`config.mk`:
```
export PLATFORM = sky130hd
export DESIGN_NAME = path_writeback
export DESIGN_NICKNAME = d
export VERILOG_FILES = /design/src/rtl/path_writeback_pkg.sv /design/src/rtl/path_writeback_prev_lookup.sv /design/src/rtl/path_writeback.sv
export SDC_FILE = /design/constraint.sdc
export NUM_CORES = 1
export LEC_CHECK = 0
export CORE_MARGIN = 2
export CORE_UTILIZATION = 40
export DETAILED_ROUTE_END_ITERATION = 10
export HOLD_SLACK_MARGIN = 0.1
export PLACE_DENSITY = 0.74
export SYNTH_ARGS = -nofsm -noshare
export SYNTH_HDL_FRONTEND = slang
export SYNTH_SLANG_ARGS = --single-unit
```
`constraint.sdc`:
```
create_clock -name clock -period 3.41 [get_ports clock]
set_input_delay 0.5115 -clock clock [delete_from_list [all_inputs] [get_ports clock]]
set_output_delay 0.5115 -clock clock [all_outputs]
set_load 0.01 [all_outputs]
```
`src/rtl/path_writeback_pkg.sv`:
```
// Shared types and default geometry for the predecessor-path writeback block.
// Holds the state/error encodings and a flattened-vector predecessor extractor.
`ifndef DEFAULT_MAX_NODES
`define DEFAULT_MAX_NODES 8
`endif
`ifndef DEFAULT_INDEX_WIDTH
`define DEFAULT_INDEX_WIDTH 4
`endif
`ifndef DEFAULT_MADDR_WIDTH
`define DEFAULT_MADDR_WIDTH 12
`endif
`ifndef DEFAULT_MDATA_WIDTH
`define DEFAULT_MDATA_WIDTH 16
`endif

package path_writeback_pkg;

    localparam int PW_MAX_NODES   = `DEFAULT_MAX_NODES;
    localparam int PW_INDEX_WIDTH = `DEFAULT_INDEX_WIDTH;
    localparam int PW_MADDR_WIDTH = `DEFAULT_MADDR_WIDTH;
    localparam int PW_MDATA_WIDTH = `DEFAULT_MDATA_WIDTH;

    typedef enum logic [1:0] {
        ERR_OK        = 2'd0,
        ERR_BAD_INDEX = 2'd1,
        ERR_NO_PATH   = 2'd2,
        ERR_LOOP      = 2'd3
    } pw_err_e;

    typedef enum logic [1:0] {
        PW_IDLE  = 2'd0,
        PW_COUNT = 2'd1,
        PW_WRITE = 2'd2,
        PW_DONE  = 2'd3
    } pw_state_e;

    // Predecessor of node j for the default geometry; out-of-range j reads as 0.
    function automatic logic [PW_INDEX_WIDTH-1:0] pw_prev_of(
        input logic [PW_INDEX_WIDTH*PW_MAX_NODES-1:0] flat,
        input logic [PW_INDEX_WIDTH-1:0]              j
    );
        logic [PW_INDEX_WIDTH-1:0] r;
        r = '0;
        for (int k = 0; k < PW_MAX_NODES; k++) begin
            if (j == PW_INDEX_WIDTH'(k)) begin
                r = flat[k*PW_INDEX_WIDTH +: PW_INDEX_WIDTH];
            end
        end
        return r;
    endfunction

endpackage

```
`src/rtl/path_writeback_prev_lookup.sv`:
```
// Combinational predecessor mux: index -> prev[index] from the flattened vector.
// Zero latency, no flow control; indices beyond MAX_NODES read as 0.
module prev_lookup #(
    parameter int MAX_NODES   = 8,
    parameter int INDEX_WIDTH = 4
) (
    input  logic [INDEX_WIDTH*MAX_NODES-1:0] prev_vector_i,
    input  logic [INDEX_WIDTH-1:0]           index_i,
    output logic [INDEX_WIDTH-1:0]           pred_o
);

    always_comb begin
        pred_o = '0;
        for (int j = 0; j < MAX_NODES; j++) begin
            if (index_i == INDEX_WIDTH'(j)) begin
                pred_o = prev_vector_i[j*INDEX_WIDTH +: INDEX_WIDTH];
            end
        end
    end

endmodule

```
`src/rtl/path_writeback.sv`:
```
// Walks predecessors dest->source, one memory write per accepted cycle, then pulses done.
// Writes hold until mem_write_ready; PATH_REVERSE_EN adds a COUNT pass so memory is source-first.
`ifndef DEFAULT_MAX_NODES
`define DEFAULT_MAX_NODES 8
`endif
`ifndef DEFAULT_INDEX_WIDTH
`define DEFAULT_INDEX_WIDTH 4
`endif
`ifndef DEFAULT_MADDR_WIDTH
`define DEFAULT_MADDR_WIDTH 12
`endif
`ifndef DEFAULT_MDATA_WIDTH
`define DEFAULT_MDATA_WIDTH 16
`endif

module path_writeback
    import path_writeback_pkg::*;
#(
    parameter int MAX_NODES   = `DEFAULT_MAX_NODES,
    parameter int INDEX_WIDTH = `DEFAULT_INDEX_WIDTH,
    parameter int MADDR_WIDTH = `DEFAULT_MADDR_WIDTH,
    parameter int MDATA_WIDTH = `DEFAULT_MDATA_WIDTH
) (
    input  logic                             clock,
    input  logic                             reset,
    input  logic                             start,
    input  logic [INDEX_WIDTH-1:0]           number_of_nodes,
    input  logic [INDEX_WIDTH-1:0]           source_node,
    input  logic [INDEX_WIDTH-1:0]           dest_node,
    input  logic [MADDR_WIDTH-1:0]           out_base_address,
    input  logic [INDEX_WIDTH*MAX_NODES-1:0] prev_vector_flattened,
    output logic                             mem_write_enable,
    output logic [MADDR_WIDTH-1:0]           mem_addr,
    output logic [MDATA_WIDTH-1:0]           mem_write_data,
    input  logic                             mem_write_ready,
    output logic                             busy,
    output logic                             done,
    output logic [INDEX_WIDTH:0]             path_length,
    output logic [1:0]                       error_code
);

    pw_state_e              state_q, state_d;
    pw_err_e                err_q, err_d;
    logic [INDEX_WIDTH-1:0] cur_q, cur_d;
    logic [INDEX_WIDTH-1:0] nn_q, nn_d;
    logic [INDEX_WIDTH-1:0] src_q, src_d;
    logic [MADDR_WIDTH-1:0] base_q, base_d;
    logic [INDEX_WIDTH:0]   hop_q, hop_d;
    logic [INDEX_WIDTH:0]   plen_q, plen_d;
`ifdef PATH_REVERSE_EN
    logic [INDEX_WIDTH-1:0] dst_q, dst_d;
    logic [INDEX_WIDTH:0]   rlen_q, rlen_d;
`endif

    logic [INDEX_WIDTH-1:0] prev_cur;
    logic [INDEX_WIDTH:0]   hop_inc;
    logic                   step_end;
    pw_err_e                step_err;
    logic [MADDR_WIDTH-1:0] offset;

    prev_lookup #(
        .MAX_NODES   (MAX_NODES),
        .INDEX_WIDTH (INDEX_WIDTH)
    ) u_prev_lookup (
        .prev_vector_i (prev_vector_flattened),
        .index_i       (cur_q),
        .pred_o        (prev_cur)
    );

    assign hop_inc = hop_q + {{INDEX_WIDTH{1'b0}}, 1'b1};

    // One hop of the walk: decide whether the current node ends the path and why.
    always_comb begin
        step_end = 1'b1;
        step_err = ERR_OK;
        if (cur_q == src_q) begin
            step_err = ERR_OK;
        end else if (prev_cur == cur_q) begin
            step_err = ERR_NO_PATH;
        end else if (prev_cur >= nn_q) begin
            step_err = ERR_BAD_INDEX;
        end else if (hop_inc == {1'b0, nn_q}) begin
            step_err = ERR_LOOP;
        end else begin
            step_end = 1'b0;
        end
    end

`ifdef PATH_REVERSE_EN
    assign offset = MADDR_WIDTH'(rlen_q - hop_q - {{INDEX_WIDTH{1'b0}}, 1'b1});
`else
    assign offset = MADDR_WIDTH'(hop_q);
`endif

    always_comb begin
        state_d = state_q;
        err_d   = err_q;
        cur_d   = cur_q;
        nn_d    = nn_q;
        src_d   = src_q;
        base_d  = base_q;
        hop_d   = hop_q;
        plen_d  = plen_q;
`ifdef PATH_REVERSE_EN
        dst_d   = dst_q;
        rlen_d  = rlen_q;
`endif
        case (state_q)
            PW_IDLE: begin
                if (start) begin
                    nn_d   = number_of_nodes;
                    src_d  = source_node;
                    base_d = out_base_address;
                    cur_d  = dest_node;
                    hop_d  = '0;
                    plen_d = '0;
                    err_d  = ERR_OK;
`ifdef PATH_REVERSE_EN
                    dst_d  = dest_node;
`endif
                    if ((dest_node >= number_of_nodes) || (source_node >= number_of_nodes)) begin
                        err_d   = ERR_BAD_INDEX;
                        state_d = PW_DONE;
                    end else begin
`ifdef PATH_REVERSE_EN
                        state_d = PW_COUNT;
`else
                        state_d = PW_WRITE;
`endif
                    end
                end
            end
            PW_COUNT: begin
`ifdef PATH_REVERSE_EN
                // Dry walk: same hop rules as WRITE, but only the length is kept.
                hop_d = hop_inc;
                if (step_end && (step_err == ERR_OK)) begin
                    rlen_d  = hop_inc;
                    cur_d   = dst_q;
                    hop_d   = '0;
                    state_d = PW_WRITE;
                end else if (step_end) begin
                    err_d   = step_err;
                    plen_d  = '0;
                    state_d = PW_DONE;
                end else begin
                    cur_d = prev_cur;
                end
`else
                state_d = PW_IDLE;
`endif
            end
            PW_WRITE: begin
                if (mem_write_ready) begin
                    hop_d = hop_inc;
                    if (step_end) begin
                        err_d   = step_err;
                        plen_d  = hop_inc;
                        state_d = PW_DONE;
                    end else begin
                        cur_d = prev_cur;
                    end
                end
            end
            PW_DONE: begin
                state_d = PW_IDLE;
            end
            default: begin
                state_d = PW_IDLE;
            end
        endcase
    end

    always_ff @(posedge clock) begin
        if (reset) begin
            state_q <= PW_IDLE;
            err_q   <= ERR_OK;
            cur_q   <= '0;
            nn_q    <= '0;
            src_q   <= '0;
            base_q  <= '0;
            hop_q   <= '0;
            plen_q  <= '0;
`ifdef PATH_REVERSE_EN
            dst_q   <= '0;
            rlen_q  <= '0;
`endif
        end else begin
            state_q <= state_d;
            err_q   <= err_d;
            cur_q   <= cur_d;
            nn_q    <= nn_d;
            src_q   <= src_d;
            base_q  <= base_d;
            hop_q   <= hop_d;
            plen_q  <= plen_d;
`ifdef PATH_REVERSE_EN
            dst_q   <= dst_d;
            rlen_q  <= rlen_d;
`endif
        end
    end

    // Outputs decode straight from registered state, so they are glitch-free and zero outside WRITE.
    assign mem_write_enable = (state_q == PW_WRITE);
    assign mem_addr         = mem_write_enable ? (base_q + offset) : '0;
    assign mem_write_data   = mem_write_enable ? MDATA_WIDTH'(cur_q) : '0;
    assign busy             = (state_q == PW_WRITE) || (state_q == PW_COUNT);
    assign done             = (state_q == PW_DONE);
    assign path_length      = plen_q;
    assign error_code       = err_q;

endmodule

```
==> summary.md <==
| Metric | Value |
|---|---|
| Status | finished, final reports clean |
| Setup CP Type | in -> reg |
| Most used cell, CP | a21o_1 |
| Die area | approximately 8000 um2 |
| HP Class | reg -> reg |
| Crit path max fanout | 4 |
| Hold Vio Cnt, Final | 0 |
| CTS max path bufs | 2 |
| Worst-skew pair later-pin latency | 0.29 ns |
| Via count | around 2800 |
| Worst r2r src | cur_q[1]$_SDFFE_PP0P_ |
| RSZ-0062 raised after global routing | true |
| Post-Layout Cell Count | 566 |
| Htree depth | 2 |
| Gr usage total | 0.186 |
| Synth Instances | 378 |
| Peak Freq | just over 300 MHz |
| Root Buffer Master | clkbuf_8 |
| Area growth syn-to-layout | 38.5% |
| EDFF count, synth | 0 |
| Filler cells | 670 |
| Placed Area | a little under 4000 um2 |
| Worst r2r path cells | 15 |
| Max-slew headroom | 0.521 |
| Final nets | 548 |
| Worst-margin pin slew | 0.718 ns |
| First-pass DRT Iterations | 4 |
| R2r endpoint | cur_q[1]$_SDFFE_PP0P_ |
| CTS Sinks | 38 |
| Area leader, netlist | dfxtp_1 |
| I/O Pins | 98 |
| Row Count | 31 |
| Yosys reg bits | 38 |
| YS warnings | 0 |
| GR Overflow Total | 0 |
| Routed Antenna Nets | 0 |
| Finish-stage setup viols | 0 |
| Slowest cell on the critical path | mux4_2 |
| First-pass GRT wire length | 11700 um |
| Max-slew violation count | 0 |
| Max Cap Violations | 0 |
| Clock Pin Slew Worst Setup and Hold Paths | ~0.08 ns |
| CP endpoint kind | register |
| Largest net degree at the start of global routing | 39 |
| Reg2Reg Setup Slack | roughly 0.22 ns |
| Share of layout cells above drive strength 1 | 0.0921 |
| Final WL | ~7600 um |
| Yosys top cell area share | 0.260 |
| Worst path top cell family by delay | compound AO/OA/AOI/OAI gates |
| Final HPWL DP | 5780 um |
| Die height | between 80 and 90 um |
| Slowest stage delay, CP | approximately 0.47 ns |
| Leakage power | 1.61 nW |
| Initial core utilization | 0.408 |
| DRC viols | 0 |
| Placer Congestion | about 0.9 |
| Synth top area cells | dfxtp_1, ha_1, a21oi_1 |
| Setup skew after layout | approximately 0.011 ns |
| DRT iter0 DRCs | ~150 |
| Worst Path Buf+Inv | 3 |
| Die width | 89.6 um |
| CP cell instances | clkdlybuf4s50_1 -> mux2i_1 -> mux4_2 -> or2_4 -> ha_1 -> nand2b_1 -> a21o_1 -> a21o_1 -> a21oi_2 -> nand3_2 -> buf_6 -> o21bai_1 -> buf_4 -> a31oi_1 -> a211oi_2 |
| Arr. time, crit path | 3.50 ns |
| Dpl cells | 557 |
| Post-synthesis sequential area ratio | 0.260 |
| Count of cell types in the netlist | 56 |
| Number of vias per cell | around 5 |
| IO buf count | 85 |
| Antenna cells | 0 |
| Hold Crit Endpoint | path_length[4]$_SDFFE_PP0P_ |
| CTS tree | done |
| Final period utilization | 0.962 |
| PD cells | between 500 and 600 nW/um2 |
| Reg area | around 760 um2 |
| Core area | 7180 um2 |
| Area of the multi-input gates | approximately 2000 um2 |
| Max VDD drop | 0.000379 V |
| Synth Cell Area | about 3000 um2 |
| Avg WL per Cell | about 13 um |
| Tmin final | 3.28 ns |
| Final worst slack | ~0.13 ns |
| Worst hold path depth | 2 |
| Vias in the first global route | roughly 2700 |
| Top-count cell post-synth | nand2_1 |
| Critical Path Source Type | input pin |
| Synth top cells by count | nand2_1, a21oi_1, dfxtp_1, nor2_1, ha_1 |
| Fin Setup TNS | 0 ns |
| Design Area, Final | around 4100 um2 |
| Placement Setup Slack | -0.312 ns |
| CP required | ~3.6 ns |
| CTS buffer count | 5 |
| Synthesized area per cell | between 7 and 8 um2 |
| Initial antenna violation count | 0 |
| Hold path startpoint | path_length[4]$_SDFFE_PP0P_ |
| Top_reg_cell synth | dfxtp_1 |
| FFs w/ async S/R, synth | 0 |
## per-layer routing
metal,routed length (um),GRT usage,share of wire,vias up
li1,-,-,-,1455
met1,3170,0.215,0.42,1273
met2,3690,0.333,0.49,103
met3,623,0.0576,0.082,7
met4,87,0.0488,0.011,0
met5,0,0,0,-
## report_power, final
| group | leakage (nW) | switching [W] | internal, W |
|---|---|---|---|
| Clock | 0.0714 | 0.000163 | 0.000312 |
| Sequential | 0.311 | 0.0000778 | 0.000523 |
| Combinational | 1.22 | 0.000711 | 0.000645 |
## worst max path at each step
stage,endpoint,slack (ns),depth (start not counted),startpoint
after detailed placement,cur_q[1]$_SDFFE_PP0P_,-0.31,15,prev_vector_flattened[24]
after global routing,cur_q[1]$_SDFFE_PP0P_,-0.01,15,prev_vector_flattened[28]
after global placement,cur_q[1]$_SDFFE_PP0P_,-0.27,15,prev_vector_flattened[24]
after CTS,mem_addr[8],0.03,11,hop_q[0]$_SDFFE_PP0P_
after floorplan,cur_q[0]$_SDFFE_PP0P_,0.05,14,cur_q[1]$_SDFFE_PP0P_
final,cur_q[1]$_SDFFE_PP0P_,0.13,15,prev_vector_flattened[16]
## worst reg2reg max path, stage by stage (launching register included)
cell and delay, ns:
dfxtp_1 0.38, buf_12 0.18, mux2i_1 0.12, mux4_2 0.47, or2_4 0.24, ha_1 0.26
nand2b_1 0.14, a21o_1 0.17, a21o_1 0.17, a21oi_2 0.13, nand3_2 0.11, buf_6 0.15
o21bai_1 0.17, buf_4 0.15, a31oi_1 0.10, a211oi_2 0.17
## layout make-up
class / count / share of cell area
clock inverters: 2 / 0.0148
inverters: 17 / 0.0157
well taps: 99 / 0.0305
clock buffers: 6 / 0.0204
flip-flops and latches: 38 / 0.188
multi-input cells: 303 / 0.486
repair buffers: 101 / 0.245
## placed cells by master (no fill, tap or decap), types with 8 or more instances in the layout
master           Yosys  routed
dfxtp_1             38      37
nor2b_1              8       8
mux2i_1             13      13
o21ai_0             11      11
buf_4               13      14
xnor2_1             13      13
a21oi_1             43      41
ha_1                21      21
nand2_1             53      53
nor2_1              35      35
conb_1               1      12
inv_1               16      16
clkdlybuf4s50_1      0      83
## per-stage QoR
| step | total power [W] | hold slack, ns | utilization |
|---|---|---|---|
| after floorplan | 0.00154 | 0.436 | - |
| after detailed placement | 0.00192 | 0.454 | 0.540 |
| final | 0.00243 | 0.461 | 0.565 |
| after global routing | 0.00262 | 0.477 | 0.565 |
| after global placement | 0.00189 | 0.446 | 0.540 |
| after CTS | 0.00241 | 0.463 | 0.561 |
## flip-flops by register name, summed over array words and instances, names as in the netlist
signal and count:
base_q 12, hop_q 5, path_length 5, cur_q 4
nn_q 4, src_q 4, error_code 2, state_q 2
## kinds of logic after synthesis
kind of cell	synth area share
AOI/OAI and AO/OA	0.224
xor gates and xnor gates	0.0598
adders and majority gates	0.0965
buffers and inverters	0.0876
DFF	0.260
muxes	0.0572
other	0.00128
and+or+nand+nor	0.214
## repair_timing
action,4_1_cts,5_1_grt
hold buffers,0,0
setup endpoints to repair,4,13
gates resized for setup,2,7
pin swaps,0,7
setup buffers,0,1
No activity file was read; power rests on OpenSTA's default activity.
==> RTL change 1, RTL diff (same settings) <==
The macro `DEFAULT_MDATA_WIDTH` goes from 16 to 20.
--- a/src/rtl/path_writeback_pkg.sv
+++ b/src/rtl/path_writeback_pkg.sv
@@ -11,5 +11,5 @@
 `endif
 `ifndef DEFAULT_MDATA_WIDTH
-`define DEFAULT_MDATA_WIDTH 16
+`define DEFAULT_MDATA_WIDTH 20
 `endif
 
Interface: changed (resized mem_write_data); port bits go from 98 to 102. No check against the original RTL was run, so the function may have changed too.
==> RTL change 1 against the original RTL <==
  * Total power grew 1.1%
  * Critical path depth is the same
  * Critical path type unchanged
  * First-iteration DRC count is 32% lower
  * Design area grew 1.3%
  * Sequential cell count is the same
  * Die area increased by 0.98%
  * Routed wire length up 7.9%
  * Worst setup slack got worse by 0.052 ns
  * Largest power group unchanged
  * Synthesized area grew 1.0%
==> RTL change 1: results (changes against the original RTL) <==
| Metric | Value |
|---|---|
| Family with the most delay on the worst path | simple AND/OR/NAND/NOR gates |
| HP Class | reg -> reg |
| Hold Path Cell Cnt | 2 (unchanged) |
| Most used DFF post-synth | dfxtp_1 |
| R2R Path End | cur_q[1] |
| CTS buffer count | 5 (unchanged) |
| Post-route ant nets | 0 (unchanged) |
| Mux contribution to synthesized area | 5.67% (-0.058 points) |
| Area after DPL | 3870 sq um (-0.13%) |
| Detailed Place HPWL | 6.04 mm (+4.6%) |
| Hold Path Origin | path_length[4] |
| Synth area leaders | dfxtp_1, ha_1, a21oi_1, nand2_1, nor2_1 |
| Clk Latency, worst-skew pair | 0.29 ns (about the same) |
| Yosys cell types | 56 (unchanged) |
| Synth Area in Adders | 9.56% (-0.098 points) |
| Status | completed |
| Multi-input gate area | 2030 sq um (+2.7%) |
| VDD IR-drop max | 0.291 mV (-23%) |
| H-tree levels | 2 (unchanged) |
| Vias post-DR | 2939 (+3.6%) |
| Layout cells sized above 1 | 10.5% (+1.3 points) |
| Number of fill cells in the layout | 688 (+2.7%) |
| CTS root buf | clkbuf_8 |
| LEAKAGE | 1.63 nW (+1.8%) |
| Worst slew margin | 53.8% (+1.7 points) |
| Hold endpoint | path_length[4] |
| Max FFs per register | 12 (unchanged) |
| First DRT Iteration DRCs | 100 (-32%) |
| Setup skew after layout | 0.00534 ns (-0.00536 ns) |
| XOR/XNOR share of the synthesized area | 5.92% (-0.061 points) |
| Post-synthesis compound-gate area fraction | 22.2% (-0.23 points) |
| Largest net degree at the start of global routing | 39 (unchanged) |
| CTS clk-pin slew, worst paths | 0.08 ns (about the same) |
| Worst R2R Path Depth | 15 (unchanged) |
| CTS max path bufs | 2 (unchanged) |
| Initial antenna violation count | 0 (unchanged) |
| Ys async rst share | 0% (unchanged) |
| GRT Total Usage | 19.7% (+1.0 points) |
| CP Max Fanout | 4 (unchanged) |
| Buffers on Ports | 85 (unchanged) |
| Critical Path AT | 3.50 ns (about the same) |
| Post-synthesis sequential area ratio | 25.7% (-0.26 points) |
| Pre-antenna DRT Iters | 4 (unchanged) |
| Wire length per cell | 14.2 microns (+6.4%) |
| Total Nets Final | 556 (+1.5%) |
| Commonest cells post-synth | nand2_1, a21oi_1, dfxtp_1 |
| Reg with most FFs | base_q |
| Ant diodes | 0 (unchanged) |
| Worst R2R Setup Slack | 0.20 ns (-0.02 ns) |
| GPL Wtd Cong | 0.842 (-4.2%) |
| Global-route wire length before repair | 13.4 mm (+14%) |
| Worst hold margin | 0.455 ns (-0.00606 ns) |
| R2R Path Start | cur_q[1] |
RTL change 1: cell count changes after synthesis:
cell   before  now
buf_4      13   17
RTL change 1: metal layers:
layer | track usage, % | wire length, microns
met4 | 6.15 | 183
met1 | 23.4 | 3410
met5 | 0 | 0
met2 | 34.8 | 4030
met3 | 4.86 | 542
RTL change 1: what timing repair did:
action,CTS,global route
gates cloned,0,1
endpoints found under the setup margin,4,12
resized for setup,1,16
endpoints found under the hold margin,0,0
setup buffers,3,2
hold buffers,0,0
pin swaps,5,8
RTL change 1: kinds of logic after synthesis:
family                     Yosys count
AOI/OAI and AO/OA                   98
DFF                                 38
buffers and inverters               52
other                                1
xor gates and xnor gates            20
muxes                               15
adders and majority gates           22
and+or+nand+nor                    136
RTL change 1: area by class of cell:
| class | instances | share of cell area [%] |
|---|---|---|
| repair buffers | 105 | 24.9 |
| clock buffers | 8 | 2.68 |
| well taps | 99 | 3.01 |
| multi-input cells | 307 | 49.3 |
| inverters | 17 | 1.55 |
| flip-flops and latches | 38 | 18.5 |
RTL change 1: through the flow:
stage | std cells | worst slack (ns)
2_1_floorplan | 397 | 0.0518
3_3_place_gp | 560 | -0.282
3_5_place_dp | 560 | -0.374
4_1_cts | 571 | 0.000977
5_1_grt | 574 | -0.0366
6_report | 574 | 0.0786
RTL change 1: how the worst max path moves through the flow:
stage,startpoint,to,depth (start not counted)
after floorplan,cur_q[1],cur_q[0],14
final,prev_vector_flattened[8],cur_q[1],15
after global routing,prev_vector_flattened[16],cur_q[3],14
after global placement,prev_vector_flattened[24],cur_q[3],15
after CTS,prev_vector_flattened[20],cur_q[3],15
after detailed placement,prev_vector_flattened[24],cur_q[3],15
RTL change 1: tightest hold or removal path, stage by stage, from the launching register on:
cell     delay (ns)
dfxtp_1        0.31
nand2_1        0.05
a21oi_1        0.05
RTL change 1: power breakdown:
part           switching, W  internal (W)
Combinational      0.000771      0.000722
Sequential        0.0000782      0.000523
Clock              0.000158      0.000204
==> RTL change 2, RTL diff (same settings) <==
Without the edit above. Make the reset (`reset`) asynchronous in one clocked block.
--- a/src/rtl/path_writeback.sv
+++ b/src/rtl/path_writeback.sv
@@ -172,5 +172,5 @@
     end
 
-    always_ff @(posedge clock) begin
+    always_ff @(posedge clock or posedge reset) begin
         if (reset) begin
             state_q <= PW_IDLE;
Behaviour: differs if reset is asserted again (counterexample within 4 cycles, from zero or initial values and one cycle with reset high); with reset held inactive, the same outputs for 4 cycles.
==> RTL change 2 against the original RTL <==
  * Clock power decreased by 30%
  * Design area up 1.7%
  * Count of clock-buffer cells in the layout unchanged
  * Total power is 48% higher
  * Sequential power up 37%
  * Synthesized area is 3.8% higher
  * Routed wire length is 0.15% higher
  * Global-route usage up 0.16 points
  * Sequential cell count unchanged
  * Worst setup slack worse by 0.011 ns
  * Final cell count decreased by 11%
  * Clock skew is 0.0041 ns lower
  * Register-to-register slack got worse by 0.07 ns
==> RTL change 2: results (changes against the original RTL) <==
| Metric | Value |
|---|---|
| Worst slack, placed | -0.218 ns (+0.0942 ns) |
| Critical Path AT | 3.49 ns (about the same) |
| Cell taking the most area after synthesis | dfrtp_1 |
| Worst R2R Path Depth | 13 (-2) |
| Setup skew after layout | 0.00660 ns (-0.00410 ns) |
| Cells after DPL | 497 (-11%) |
| Yosys cell types | 66 (+18%) |
| Cells after synthesis | 317 (-16%) |
| CTS buffer count | 5 (unchanged) |
| LEAKAGE | 1.81 nW (+13%) |
| Clk Latency, worst-skew pair | 0.30 ns |
| Area after DPL | 3990 sq um (+2.8%) |
| CTS max path bufs | 2 (unchanged) |
| Ys async rst share | 100% (+100 points) |
| Pre-antenna DRT Iters | 4 (unchanged) |
| Worst slew margin | 36.9% (-15 points) |
| Synth area leaders | dfrtp_1, mux2_2, ha_1, xnor2_1, and2_1 |
| Final Non-Filler Cells | 505 (-11%) |
| Global-route wire length before repair | 12.6 mm (+7.6%) |
| Reg with most FFs | base_q |
| Vias in the first global route | 2634 (-1.4%) |
| CP Max Fanout | 7 (+3) |
| Total Nets Final | 487 (-11%) |
| H-tree levels | 2 (unchanged) |
| Ys Warns | 0 (unchanged) |
| Initial antenna violation count | 0 (unchanged) |
| CTS root buf | clkbuf_8 |
| GRT Total Usage | 18.8% (+0.16 points) |
| Ant diodes | 0 (unchanged) |
| Vias per Instance | 5.18 (+3.3%) |
| Largest net degree at the start of global routing | 39 (unchanged) |
| Wire length per cell | 15.0 microns (+12%) |
| VDD IR-drop max | 0.417 mV (+9.9%) |
| Most used DFF post-synth | dfrtp_1 |
| GPL Wtd Cong | 0.802 (-8.7%) |
| Post-synthesis sequential area ratio | 31.3% (+5.3 points) |
| Layout cells sized above 1 | 16.3% (+7.0 points) |
| HP Class | reg -> reg |
| Detailed Place HPWL | 5.80 mm (+0.36%) |
| Max FFs per register | 12 (unchanged) |
| Hold Path Cell Cnt | 2 (unchanged) |
| DRC violations left | 0 (unchanged) |
| CTS clk-pin slew, worst paths | 0.08 ns (about the same) |
| First DRT Iteration DRCs | 81 (-45%) |
| Commonest cells post-synth | dfrtp_1, mux2_2, ha_1, nand2_1 |
| Status | completed |
| Buffers on Ports | 85 (unchanged) |
## RTL change 2: changes by cell type after synthesis, sizes merged, moves of 24 or more
cell | unedited run | this run
dfxtp | 38 | 0
nor2 | 35 | 10
mux2 | 1 | 25
a21oi | 44 | 16
nand2 | 53 | 22
dfrtp | 0 | 38
## RTL change 2: where the power goes
part	switching (W)	leakage, nW	internal (W)
clock network	0.000169	0.0472	0.000163
logic	0.00118	1.30	0.00127
registers	0.000171	0.467	0.000650
## RTL change 2: cell type report
cell class	count	area, sq um
sequential	38	952
tap	99	124
fill	672	3170
inverter	16	60.1
timing repair buffer	96	951
clock inverter	2	12.5
clock buffer	6	82.6
multi-input combinational	248	1940
## RTL change 2: cells by family after synthesis
group | synth area share, %
simple gates | 15.6
fa+ha+maj | 9.30
compound gates | 18.6
flops | 31.3
other cells | 0.123
xor+xnor | 5.72
mux | 12.0
buf+inv | 7.33
## RTL change 2: timing repair
| action | CTS | global route |
|---|---|---|
| resized for setup | 0 | 10 |
| hold buffers | 0 | 0 |
| setup buffers | 0 | 0 |
| endpoints found under the hold margin | 0 | 0 |
| endpoints found under the setup margin | 0 | 10 |
## RTL change 2: stage by stage
stage	hold WS, ns	setup TNS, ns	utilization [%]
detailed placement	0.470	-1.27	54.7
global placement	0.469	-0.777	54.7
floorplan	0.450	0	-
finish	0.492	0	56.6
global route	0.529	-0.00154	56.6
CTS	0.498	0	56.0
## RTL change 2: final timing paths
kind,start,end,slack (ns)
max in group asynchronous,reset,cur_q[0],2.42
worst min register to register,nn_q[2],nn_q[2],0.49
worst max register to register,cur_q[0],cur_q[1],0.15
worst min-delay path,nn_q[2],nn_q[2],0.49
worst max-delay path,prev_vector_flattened[16],cur_q[1],0.12
min in group asynchronous,reset,src_q[2],0.63
## RTL change 2: worst max-delay path: stages
cell and delay (ns):
clkdlybuf4s50_1 0.47, or3b_1 0.37, a21oi_2 0.19, a31oi_4 0.14, ha_1 0.29, nand2b_1 0.14, a21o_1 0.17, a21o_1 0.18
a221oi_1 0.30, buf_4 0.18, o211a_4 0.21, nand2_1 0.08, a311oi_1 0.27
## RTL change 2: per-layer routing
metal,wire length (microns),global-route usage (%)
met5,0,0
met4,146,5.68
met1,3210,22.9
met3,591,5.73
met2,3630,31.9
